$ cat config.mk
export PLATFORM = sky130hd
export DESIGN_NAME = ysyx_25020037_axi_arbiter
export DESIGN_NICKNAME = d
export VERILOG_FILES = /design/src/rtl/ysyx_25020037_axi_arbiter_pkg.sv /design/src/rtl/ysyx_25020037_rr_arb2.sv /design/src/rtl/ysyx_25020037_axi_arbiter.sv
export SDC_FILE = /design/constraint.sdc
export NUM_CORES = 1
export LEC_CHECK = 0
export ABC_AREA = 1
export BUFFER_PORTS_ARGS = -buffer_cell sky130_fd_sc_hd__buf_4
export CAP_MARGIN = 20
export CORE_AREA = 8 8 190 192
export CTS_CLUSTER_SIZE = 24
export DETAILED_ROUTE_END_ITERATION = 16
export DIE_AREA = 0 0 198 200
export MAX_ROUTING_LAYER = met4
export PLACE_DENSITY_LB_ADDON = 0.25
export SYNTH_ARGS = -nofsm -noshare
export SYNTH_HDL_FRONTEND = slang
export SYNTH_SLANG_ARGS = --single-unit
$ cat constraint.sdc
create_clock -name clk -period 1.9 [get_ports clk]
set_clock_uncertainty 0.15 [all_clocks]
set_input_delay 0.19 -clock clk [delete_from_list [all_inputs] [get_ports clk]]
set_output_delay 0.19 -clock clk [all_outputs]
set_load 0.02 [all_outputs]
$ cat src/rtl/ysyx_25020037_axi_arbiter_pkg.sv
// Shared encodings for the IFU/LSU AXI arbiter: FSM states, master indices, AXI response codes.
package ysyx_25020037_axi_arbiter_pkg;

  localparam logic [1:0] ST_IDLE   = 2'd0;
  localparam logic [1:0] ST_IFU_RD = 2'd1;
  localparam logic [1:0] ST_LSU_RD = 2'd2;
  localparam logic [1:0] ST_LSU_WR = 2'd3;

  localparam int M_IFU = 0;
  localparam int M_LSU = 1;

  localparam logic [1:0] RESP_OKAY   = 2'b00;
  localparam logic [1:0] RESP_SLVERR = 2'b10;
  localparam logic [1:0] RESP_DECERR = 2'b11;

endpackage

$ cat src/rtl/ysyx_25020037_rr_arb2.sv
// Two-way round-robin picker; remembers the last winner and favours the other master on a tie.
module ysyx_25020037_rr_arb2
  import ysyx_25020037_axi_arbiter_pkg::*;
(
  input  logic       clk,
  input  logic       rst,
  input  logic [1:0] i_req,
  input  logic       i_update,
  output logic [1:0] o_gnt
);

  logic r_last;

  always_comb begin
    o_gnt = i_req;
    if (i_req == 2'b11) begin
      o_gnt = r_last ? 2'b01 : 2'b10;
    end
  end

  always_ff @(posedge clk or posedge rst) begin
    if (rst) begin
      r_last <= 1'(M_IFU);
    end else if (i_update && (|o_gnt)) begin
      r_last <= o_gnt[M_LSU];
    end
  end

endmodule

$ cat src/rtl/ysyx_25020037_axi_arbiter.sv
// Shares one AXI4 port between IFU (read-only) and LSU (read/write), one whole transaction at a time.
// Grant is registered; channel routing is a combinational mux on the current state.
module ysyx_25020037_axi_arbiter
  import ysyx_25020037_axi_arbiter_pkg::*;
#(
  parameter int ADDR_W = 32,
  parameter int DATA_W = 32,
  parameter int ID_W   = 4,
  parameter int CNT_W  = 32
) (
  input  logic                clk,
  input  logic                rst,
  // IFU read
  input  logic                ifu_arvalid,
  input  logic [ADDR_W-1:0]   ifu_araddr,
  input  logic [ID_W-1:0]     ifu_arid,
  input  logic [7:0]          ifu_arlen,
  input  logic [2:0]          ifu_arsize,
  input  logic [1:0]          ifu_arburst,
  output logic                ifu_arready,
  output logic                ifu_rvalid,
  output logic [1:0]          ifu_rresp,
  output logic [DATA_W-1:0]   ifu_rdata,
  output logic                ifu_rlast,
  output logic [ID_W-1:0]     ifu_rid,
  input  logic                ifu_rready,
  // LSU read
  input  logic                lsu_arvalid,
  input  logic [ADDR_W-1:0]   lsu_araddr,
  input  logic [ID_W-1:0]     lsu_arid,
  input  logic [7:0]          lsu_arlen,
  input  logic [2:0]          lsu_arsize,
  input  logic [1:0]          lsu_arburst,
  output logic                lsu_arready,
  output logic                lsu_rvalid,
  output logic [1:0]          lsu_rresp,
  output logic [DATA_W-1:0]   lsu_rdata,
  output logic                lsu_rlast,
  output logic [ID_W-1:0]     lsu_rid,
  input  logic                lsu_rready,
  // LSU write
  input  logic                lsu_awvalid,
  input  logic [ADDR_W-1:0]   lsu_awaddr,
  input  logic [ID_W-1:0]     lsu_awid,
  input  logic [7:0]          lsu_awlen,
  input  logic [2:0]          lsu_awsize,
  input  logic [1:0]          lsu_awburst,
  output logic                lsu_awready,
  input  logic                lsu_wvalid,
  input  logic [DATA_W-1:0]   lsu_wdata,
  input  logic [DATA_W/8-1:0] lsu_wstrb,
  input  logic                lsu_wlast,
  output logic                lsu_wready,
  output logic                lsu_bvalid,
  output logic [1:0]          lsu_bresp,
  output logic [ID_W-1:0]     lsu_bid,
  input  logic                lsu_bready,
  // toward xbar
  output logic                s_arvalid,
  output logic [ADDR_W-1:0]   s_araddr,
  output logic [ID_W-1:0]     s_arid,
  output logic [7:0]          s_arlen,
  output logic [2:0]          s_arsize,
  output logic [1:0]          s_arburst,
  input  logic                s_arready,
  input  logic                s_rvalid,
  input  logic [1:0]          s_rresp,
  input  logic [DATA_W-1:0]   s_rdata,
  input  logic                s_rlast,
  input  logic [ID_W-1:0]     s_rid,
  output logic                s_rready,
  output logic                s_awvalid,
  output logic [ADDR_W-1:0]   s_awaddr,
  output logic [ID_W-1:0]     s_awid,
  output logic [7:0]          s_awlen,
  output logic [2:0]          s_awsize,
  output logic [1:0]          s_awburst,
  input  logic                s_awready,
  output logic                s_wvalid,
  output logic [DATA_W-1:0]   s_wdata,
  output logic [DATA_W/8-1:0] s_wstrb,
  output logic                s_wlast,
  input  logic                s_wready,
  input  logic                s_bvalid,
  input  logic [1:0]          s_bresp,
  input  logic [ID_W-1:0]     s_bid,
  output logic                s_bready,
  output logic [CNT_W-1:0]    contention_cnt
);

  logic [1:0]       r_state;
  logic [1:0]       w_state_nxt;
  logic [1:0]       w_req;
  logic [1:0]       w_gnt;
  logic             w_contend;
  logic [CNT_W-1:0] r_cnt;

  // LSU never issues AR and AW together; if it does, the write wins below.
  assign w_req = {lsu_arvalid | lsu_awvalid, ifu_arvalid};

  ysyx_25020037_rr_arb2 u_rr (
    .clk      (clk),
    .rst      (rst),
    .i_req    (w_req),
    .i_update (r_state == ST_IDLE),
    .o_gnt    (w_gnt)
  );

  always_comb begin
    w_state_nxt = r_state;
    case (r_state)
      ST_IDLE: begin
        if (w_gnt[M_LSU])      w_state_nxt = lsu_awvalid ? ST_LSU_WR : ST_LSU_RD;
        else if (w_gnt[M_IFU]) w_state_nxt = ST_IFU_RD;
      end
      ST_IFU_RD: if (s_rvalid && ifu_rready && s_rlast) w_state_nxt = ST_IDLE;
      ST_LSU_RD: if (s_rvalid && lsu_rready && s_rlast) w_state_nxt = ST_IDLE;
      ST_LSU_WR: if (s_bvalid && lsu_bready)            w_state_nxt = ST_IDLE;
      default:   w_state_nxt = ST_IDLE;
    endcase
  end

  always_ff @(posedge clk or posedge rst) begin
    if (rst) r_state <= ST_IDLE;
    else     r_state <= w_state_nxt;
  end

  // A cycle counts when the master not owning the port is asking for it.
  always_comb begin
    case (r_state)
      ST_IDLE:   w_contend = &w_req;
      ST_IFU_RD: w_contend = w_req[M_LSU];
      default:   w_contend = w_req[M_IFU];
    endcase
  end

  always_ff @(posedge clk or posedge rst) begin
    if (rst)                      r_cnt <= '0;
    else if (w_contend && ~&r_cnt) r_cnt <= r_cnt + 1'b1;
  end

  assign contention_cnt = r_cnt;

  always_comb begin
    s_arvalid   = 1'b0;  s_araddr  = '0; s_arid    = '0; s_arlen   = '0;
    s_arsize    = '0;    s_arburst = '0; s_rready  = 1'b0;
    s_awvalid   = 1'b0;  s_awaddr  = '0; s_awid    = '0; s_awlen   = '0;
    s_awsize    = '0;    s_awburst = '0;
    s_wvalid    = 1'b0;  s_wdata   = '0; s_wstrb   = '0; s_wlast   = 1'b0;
    s_bready    = 1'b0;
    ifu_arready = 1'b0;  ifu_rvalid = 1'b0; ifu_rresp = RESP_OKAY;
    ifu_rdata   = '0;    ifu_rlast  = 1'b0; ifu_rid   = '0;
    lsu_arready = 1'b0;  lsu_rvalid = 1'b0; lsu_rresp = RESP_OKAY;
    lsu_rdata   = '0;    lsu_rlast  = 1'b0; lsu_rid   = '0;
    lsu_awready = 1'b0;  lsu_wready = 1'b0;
    lsu_bvalid  = 1'b0;  lsu_bresp  = RESP_OKAY; lsu_bid = '0;
    case (r_state)
      ST_IFU_RD: begin
        s_arvalid   = ifu_arvalid;  s_araddr  = ifu_araddr;  s_arid    = ifu_arid;
        s_arlen     = ifu_arlen;    s_arsize  = ifu_arsize;  s_arburst = ifu_arburst;
        ifu_arready = s_arready;
        ifu_rvalid  = s_rvalid;     ifu_rresp = s_rresp;     ifu_rdata = s_rdata;
        ifu_rlast   = s_rlast;      ifu_rid   = s_rid;       s_rready  = ifu_rready;
      end
      ST_LSU_RD: begin
        s_arvalid   = lsu_arvalid;  s_araddr  = lsu_araddr;  s_arid    = lsu_arid;
        s_arlen     = lsu_arlen;    s_arsize  = lsu_arsize;  s_arburst = lsu_arburst;
        lsu_arready = s_arready;
        lsu_rvalid  = s_rvalid;     lsu_rresp = s_rresp;     lsu_rdata = s_rdata;
        lsu_rlast   = s_rlast;      lsu_rid   = s_rid;       s_rready  = lsu_rready;
      end
      ST_LSU_WR: begin
        s_awvalid   = lsu_awvalid;  s_awaddr  = lsu_awaddr;  s_awid    = lsu_awid;
        s_awlen     = lsu_awlen;    s_awsize  = lsu_awsize;  s_awburst = lsu_awburst;
        lsu_awready = s_awready;
        s_wvalid    = lsu_wvalid;   s_wdata   = lsu_wdata;   s_wstrb   = lsu_wstrb;
        s_wlast     = lsu_wlast;    lsu_wready = s_wready;
        lsu_bvalid  = s_bvalid;     lsu_bresp = s_bresp;     lsu_bid   = s_bid;
        s_bready    = lsu_bready;
      end
      default: ;
    endcase
  end

endmodule

==> flow_summary.toml, run 1 <==
[worst_setup_path]
cpPeakStageDelay_ns = 0.40
r2r-end = "contention_cnt[22]$_DFFE_PP0P_"
rrSetupSlack_ns = -0.06
cp-startpoint = "r_state[1]$_DFFE_PP0P_"
crit_path_max_fanout = 8
arrival_ns = 1.72
critPathKind = "reg2out"
critPathBufInv = 4
cp_slowest_cell = "dfrtp_1"
reg2reg_from = "r_state[0]$_DFFE_PP0P_"
end_kind = "primary output"
crit_chain = "inv_2 -> ha_4 -> buf_16 -> buf_12 -> nand2_4 -> a21oi_4 -> buf_6"
path_depth = 7
r2r_cells = 11
crit_family = "buffers and inverters"
critPathLaunchType = "flip-flop"
worstPathRequired_ns = 1.56
cp-endpoint = "s_araddr[13]"

[finish]
finalNetCount = 1743
design_area_mm2 = 0.0115
multi_input_area_mm2 = 0.00353
final_core_util_pct = 34.8
drive_above_1_share_pct = 54.4
nFillCells = 3574
syn_to_final_growth_pct = 153
regArea_um2 = 878

[timing]
max_freq_ghz = 0.486
slew_headroom_pct = 66.6
tightest_slew_ns = 0.501
rsz0062_at_grt = "yes"
slew_violations = 0
setup_viol = 236
worst_slack_ns = -0.156
fin_crit_ns = 2.06
finalCritPeriodShare_pct = 108
report.final.hold_viol_count = 0

[synth]
synth-compound-area-share_pct = 6.97
synth_top_family_by_area = "simple AND/OR/NAND/NOR gates"
synthAdderAreaFrac_pct = 1.65
syn_inst = 932
ys_warn_count = 0
yosysSeqAreaShare_pct = 19.2
synthDistinctLibCells = 27
synth_xor_xnor_area_share_pct = 2.30
syn-num-nets = 1181
avgSynthCellArea_um2 = 4.89
synth_top_area_cell = "nand2_1"
synth_area_leaders = "nand2_1 39%, dfrtp_1 19%, inv_1 18%, a21oi_1 5.6%, nor2_1 4.2%"
yosys_most_used_dff = "dfrtp_1"
yosysTopAreaCellShare_pct = 39.1
synthTopCellsByCount = "475 x nand2_1, 213 x inv_1, 51 x a21oi_1, 51 x nor2_1, 35 x dfrtp_1"
synth-simple-area-share_pct = 48.1
yosysMostFrequentCell = "nand2_1"
muxShareOfSynthArea_pct = 0
synth-edff-count = 0
syn_area_mm2 = 0.00456
ys_async_sr_fraction_pct = 100
synth_seq_cells = 35

[global_routing]
grt_max_degree = 36
grt.overflow.total = 0
grt_pass1_vias = 7635
antenna_found_initial = 1
grt_pass1_wl_um = 49400
grt.total_usage_pct = 17.1

[placed_design]
finalWeightedCongestion = 0.899
dp_hpwl_um = 29100
dpl_cell_area_mm2 = 0.00943
portBuffers = 505

[power]
power_frac_seq_pct = 7.5
switching_share_pct = 50.1
internal_power_uw = 6300
p_comb_share_pct = 85.7
ir_drop_mv = 0.635
switching_power_uw = 6330
p_leak_uw = 0.00692
power.share.clock_pct = 6.8
p_per_area_mw_per_mm2 = 1100

[detailed_routing]
num_vias = 7597
drc_errors = 0
ant_nets = 0
wirelength_um = 36300
first_pass_iters = 5
post_drt_wl_per_cell_um = 18.7
dr.first_iter.drc_count = 291
vias_per_cell = 3.91

[clock_network]
clkLatencyLatePin_ns = 0.29
clock_sinks = 35
cts-buffers-inserted = 5
cts.clk_slew.worst_paths_ns = 0.07
clockBufferDepth = 2
cts_root_buf = "clkbuf_16"
cts_max_level = 2
cts_tree = "built"

[floorplan]
initial_core_util_pct = 13.8
row_count = 67
chipWidth_um = 198
die_height_um = 200
die-area_mm2 = 0.0396
core_area_mm2 = 0.0331
ios = 506

[status]
status = "finished, violations left"
violations = "negative setup slack"

[job]
max-cap-violations = 0

[min_path]
hold_class = "in2reg"
metrics by stage:
step	setup slack, ns	hold WS, ns	setup TNS (ns)	std cells	power (uW)
CTS	-0.158	0.0649	-21.98	1929	11400
global placement	0.0231	0.224	0	1897	8470
global route	-0.216	0.108	-34.80	1944	13300
finish	-0.156	0.0782	-18.67	1944	12600
detailed placement	-0.0476	0.224	-0.909	1897	8470
floorplan	0.00630	0.194	0	932	4700
worst reg2reg max path, delay by kind of cell, from the launching register on:
family	cells	cell delay [ns]
AO/OA/AOI/OAI	1	0.21
buffers and inverters	5	0.62
adder cells (fa/ha/maj)	1	0.20
AND/OR/NAND/NOR	4	0.27
flip-flops	1	0.40
worst min-delay path by stage:
stage / from / end / slack, ns / depth (start not counted)
after floorplan: rst / contention_cnt[10]$_DFFE_PP0P_ / 0.19 / 1
after global placement: rst / contention_cnt[8]$_DFFE_PP0P_ / 0.22 / 3
after detailed placement: rst / contention_cnt[8]$_DFFE_PP0P_ / 0.22 / 3
after CTS: lsu_awvalid / r_state[0]$_DFFE_PP0P_ / 0.06 / 3
after global routing: lsu_awvalid / r_state[0]$_DFFE_PP0P_ / 0.11 / 3
final: lsu_awvalid / r_state[0]$_DFFE_PP0P_ / 0.08 / 3
what timing repair did:
action | CTS | global route
resized for setup | 142 | 247
buffers inserted | 11 | 10
pin swaps | 25 | 42
hold buffers | 1 | 0
hold endpoints to repair | 35 | 0
endpoints found under the setup margin | 191 | 261
gates cloned | 13 | 6
logic make-up (layout without fill, tap and decap cells):
| kind of cell | after synthesis | after routing |
|---|---|---|
| and+or+nand+nor | 560 | 560 |
| buffers and inverters | 256 | 819 |
| AOI/OAI and AO/OA | 63 | 63 |
| DFF | 35 | 35 |
| xor gates and xnor gates | 12 | 12 |
| adders and majority gates | 6 | 6 |
| other | 0 | 1 |
power groups by stage:
stage	clock [uW]	combinational [uW]	sequential, uW
finish	861	10800	946
global route	913	11400	958
CTS	882	9560	949
detailed placement	0	7500	966
global placement	0	7500	961
floorplan	0	3690	1010
cell usage in the layout (no fill, tap or decap), types with 7 or more instances in the layout:
| cell type | count |
|---|---|
| a21oi_2 | 33 |
| a21oi_4 | 17 |
| buf_12 | 17 |
| buf_16 | 11 |
| buf_4 | 428 |
| buf_6 | 121 |
| buf_8 | 11 |
| clkbuf_16 | 11 |
| dfrtp_1 | 33 |
| inv_1 | 162 |
| inv_2 | 50 |
| nand2_1 | 385 |
| nand2_2 | 48 |
| nand2_4 | 46 |
| nand3_1 | 18 |
| nor2_1 | 50 |
| o21ai_0 | 7 |
| xor2_1 | 7 |
layer usage:
metal | track usage, % | wire, um
met1 | 18.7 | 13600
met2 | 31.2 | 19400
met3 | 3.92 | 2390
met4 | 4.12 | 930
met5 | - | 0
registers in the layout, summed over array words and instances (netlist names):
register	flops
contention_cnt	32
u_rr.r_last	1
r_state	2
area by class of cell:
class,count,area share (%)
tap,448,4.86
timing repair buffer,596,48.4
clock buffer,5,1.09
sequential,35,7.62
clock inverter,3,0.206
antenna,1,0.0217
multi-input combinational,641,30.6
inverter,215,7.20
Note: power is estimated with default switching activity, not from simulation.
==> run 2, diff against run 1 <==
--- a/config.mk
+++ b/config.mk
@@ -8,10 +8,10 @@
 export ABC_AREA = 1
 export BUFFER_PORTS_ARGS = -buffer_cell sky130_fd_sc_hd__buf_4
 export CAP_MARGIN = 20
-export CORE_AREA = 8 8 190 192
+export CORE_AREA = 8 8 191 193
 export CTS_CLUSTER_SIZE = 24
 export DETAILED_ROUTE_END_ITERATION = 16
-export DIE_AREA = 0 0 198 200
+export DIE_AREA = 0 0 199 201
 export MAX_ROUTING_LAYER = met4
 export PLACE_DENSITY_LB_ADDON = 0.25
 export SYNTH_ARGS = -nofsm -noshare
==> constraint.sdc (replaced) <==
create_clock -name clk -period 2.5 [get_ports clk]
set_clock_uncertainty 0.15 [all_clocks]
set_input_delay 0.25 -clock clk [delete_from_list [all_inputs] [get_ports clk]]
set_output_delay 0.25 -clock clk [all_outputs]
set_load 0.02 [all_outputs]
==> run 2 against run 1 <==
  * The run now ends clean
  * Global-route usage is 1.1 points lower
  * Count of clock-buffer cells in the layout is the same
  * Clock power is 3.8% lower
  * Critical path depth fell by 1
  * First-iteration DRC count grew 7.6%
  * Worst hold slack improved by 0.040 ns
  * Routed wire length down 9.5%
  * Register-to-register slack better by 0.34 ns
  * Combinational power down 53%
  * Critical path type unchanged
  * Critical endpoint is now s_arlen[3]
  * Largest power group unchanged
  * Highest routed layer unchanged
==> flow_summary.toml, run 2 (synthesis results as in run 1) <==
[finish]
design_area_mm2 = 0.00923
layout_commonest_cell = "buf_4"
final_cell_mix = "524 x buf_4, 475 x nand2_1, 213 x inv_1"
drive_above_1_share_pct = 38.6
largest_register_ffs = 32
syn_to_final_growth_pct = 102
finalNetCount = 1677

[detailed_routing]
vias_per_cell = 3.77
wirelength_um = 32900
drc_errors = 0
post_drt_wl_per_cell_um = 17.5
num_vias = 7103
ant_nets = 0
first_pass_iters = 5
dr.first_iter.drc_count = 313

[clock_network]
clockBufferDepth = 2
cts_tree = "built"
clock_sinks = 35
clkLatencyLatePin_ns = 0.28
cts-buffers-inserted = 5
cts.clk_slew.worst_paths_ns = 0.06
cts_max_level = 2
cts_root_buf = "clkbuf_16"

[min_path]
hold_class = "in2reg"
hold_start = "lsu_awvalid"
min_to = "r_state[0]$_DFFE_PP0P_"
hold_depth = 3

[floorplan]
core_area_mm2 = 0.0333
initial_core_util_pct = 13.7
die-area_mm2 = 0.0400
die_height_um = 201
ios = 506
row_count = 67
chipWidth_um = 199

[placed_design]
dpl_cell_area_mm2 = 0.00897
dp_hpwl_um = 28800
finalWeightedCongestion = 0.921
portBuffers = 505

[worst_setup_path]
critPathKind = "reg2out"
r2r_cells = 10
worstPathRequired_ns = 2.10
reg2reg_from = "r_state[1]$_DFFE_PP0P_"
end_kind = "primary output"
rrSetupSlack_ns = 0.28
r2r-end = "contention_cnt[5]$_DFFE_PP0P_"
crit_path_max_fanout = 23
arrival_ns = 1.96
critPathLaunchType = "flip-flop"

[power]
p_leak_uw = 0.00606
p_per_area_mw_per_mm2 = 724
ir_drop_mv = 0.311

[global_routing]
grt_max_degree = 50
grt_pass1_vias = 7155
grt.total_usage_pct = 16.0
grt_pass1_wl_um = 47100
antenna_found_initial = 5
grt.overflow.total = 0

[timing]
max_freq_ghz = 0.424
report.final.hold_viol_count = 0
rsz0062_at_grt = "no"
slew_headroom_pct = 67.4
setup_viol = 0
fin_crit_ns = 2.36
tightest_slew_ns = 0.489
finalCritPeriodShare_pct = 94.4
slew_violations = 0
fin_setup_tns_ns = 0

[job]
max-cap-violations = 0

[status]
status = "finished clean"
## run 2: how the worst max path moves through the flow
stage	from	endpoint	cells after the start
5_1_grt	r_state[1]$_DFFE_PP0P_	s_araddr[4]	6
2_1_floorplan	r_state[1]$_DFFE_PP0P_	s_araddr[0]	6
3_3_place_gp	r_state[1]$_DFFE_PP0P_	contention_cnt[25]$_DFFE_PP0P_	9
3_5_place_dp	r_state[1]$_DFFE_PP0P_	contention_cnt[0]$_DFFE_PP0P_	9
4_1_cts	r_state[1]$_DFFE_PP0P_	s_arburst[1]	6
6_report	r_state[1]$_DFFE_PP0P_	s_arlen[3]	6
## run 2: where the power goes
part           internal, uW  leakage [uW]  switching, uW
sequential              633      0.000473           88.4
clock                   572     0.0000901            257
combinational          1950       0.00550           3180
total                  3150       0.00606           3530
## run 2: layout make-up
cell class,count,area [um2]
Antenna cell,5,12.5
Clock buffer,5,125
Clock inverter,3,67.6
Fill cell,3856,24100
Inverter,215,810
Multi-Input combinational cell,641,2730
Sequential cell,35,876
Tap cell,448,561
Timing Repair Buffer,530,4040
## run 2: layer usage
| layer | track usage, % | vias to the layer above | share of wire, % |
|---|---|---|---|
| met5 | - | - | 0 |
| li1 | - | 3649 | - |
| met2 | 28.4 | 256 | 53 |
| met1 | 17.3 | 3172 | 38 |
| met4 | 4.13 | 0 | 1.8 |
| met3 | 4.41 | 26 | 7.5 |
## run 2: worst max-delay path, cell delays in order (launching register included)
cell and delay (ns):
dfrtp_1 0.45, inv_1 0.15, ha_1 0.31, clkinv_1 0.14
buf_4 0.25, a21oi_1 0.18, buf_4 0.19
## run 2: timing repair
action,4_1_cts,5_1_grt
hold endpoints to repair,35,0
resized for setup,0,1
buffers inserted,0,5
hold buffers,1,0
setup endpoints to repair,0,2
## run 2: metrics by stage
step | power, uW | hold WS, ns | util (%) | cells | setup slack [ns]
finish | 6680 | 0.119 | 27.7 | 1882 | 0.139
global route | 7140 | 0.148 | 27.7 | 1882 | 0.0491
CTS | 6730 | 0.124 | 27.6 | 1872 | 0.0778
detailed placement | 5860 | 0.263 | 27.0 | 1863 | 0.386
global placement | 5870 | 0.261 | 27.0 | 1863 | 0.363
floorplan | 3360 | 0.254 | - | 932 | 0.425
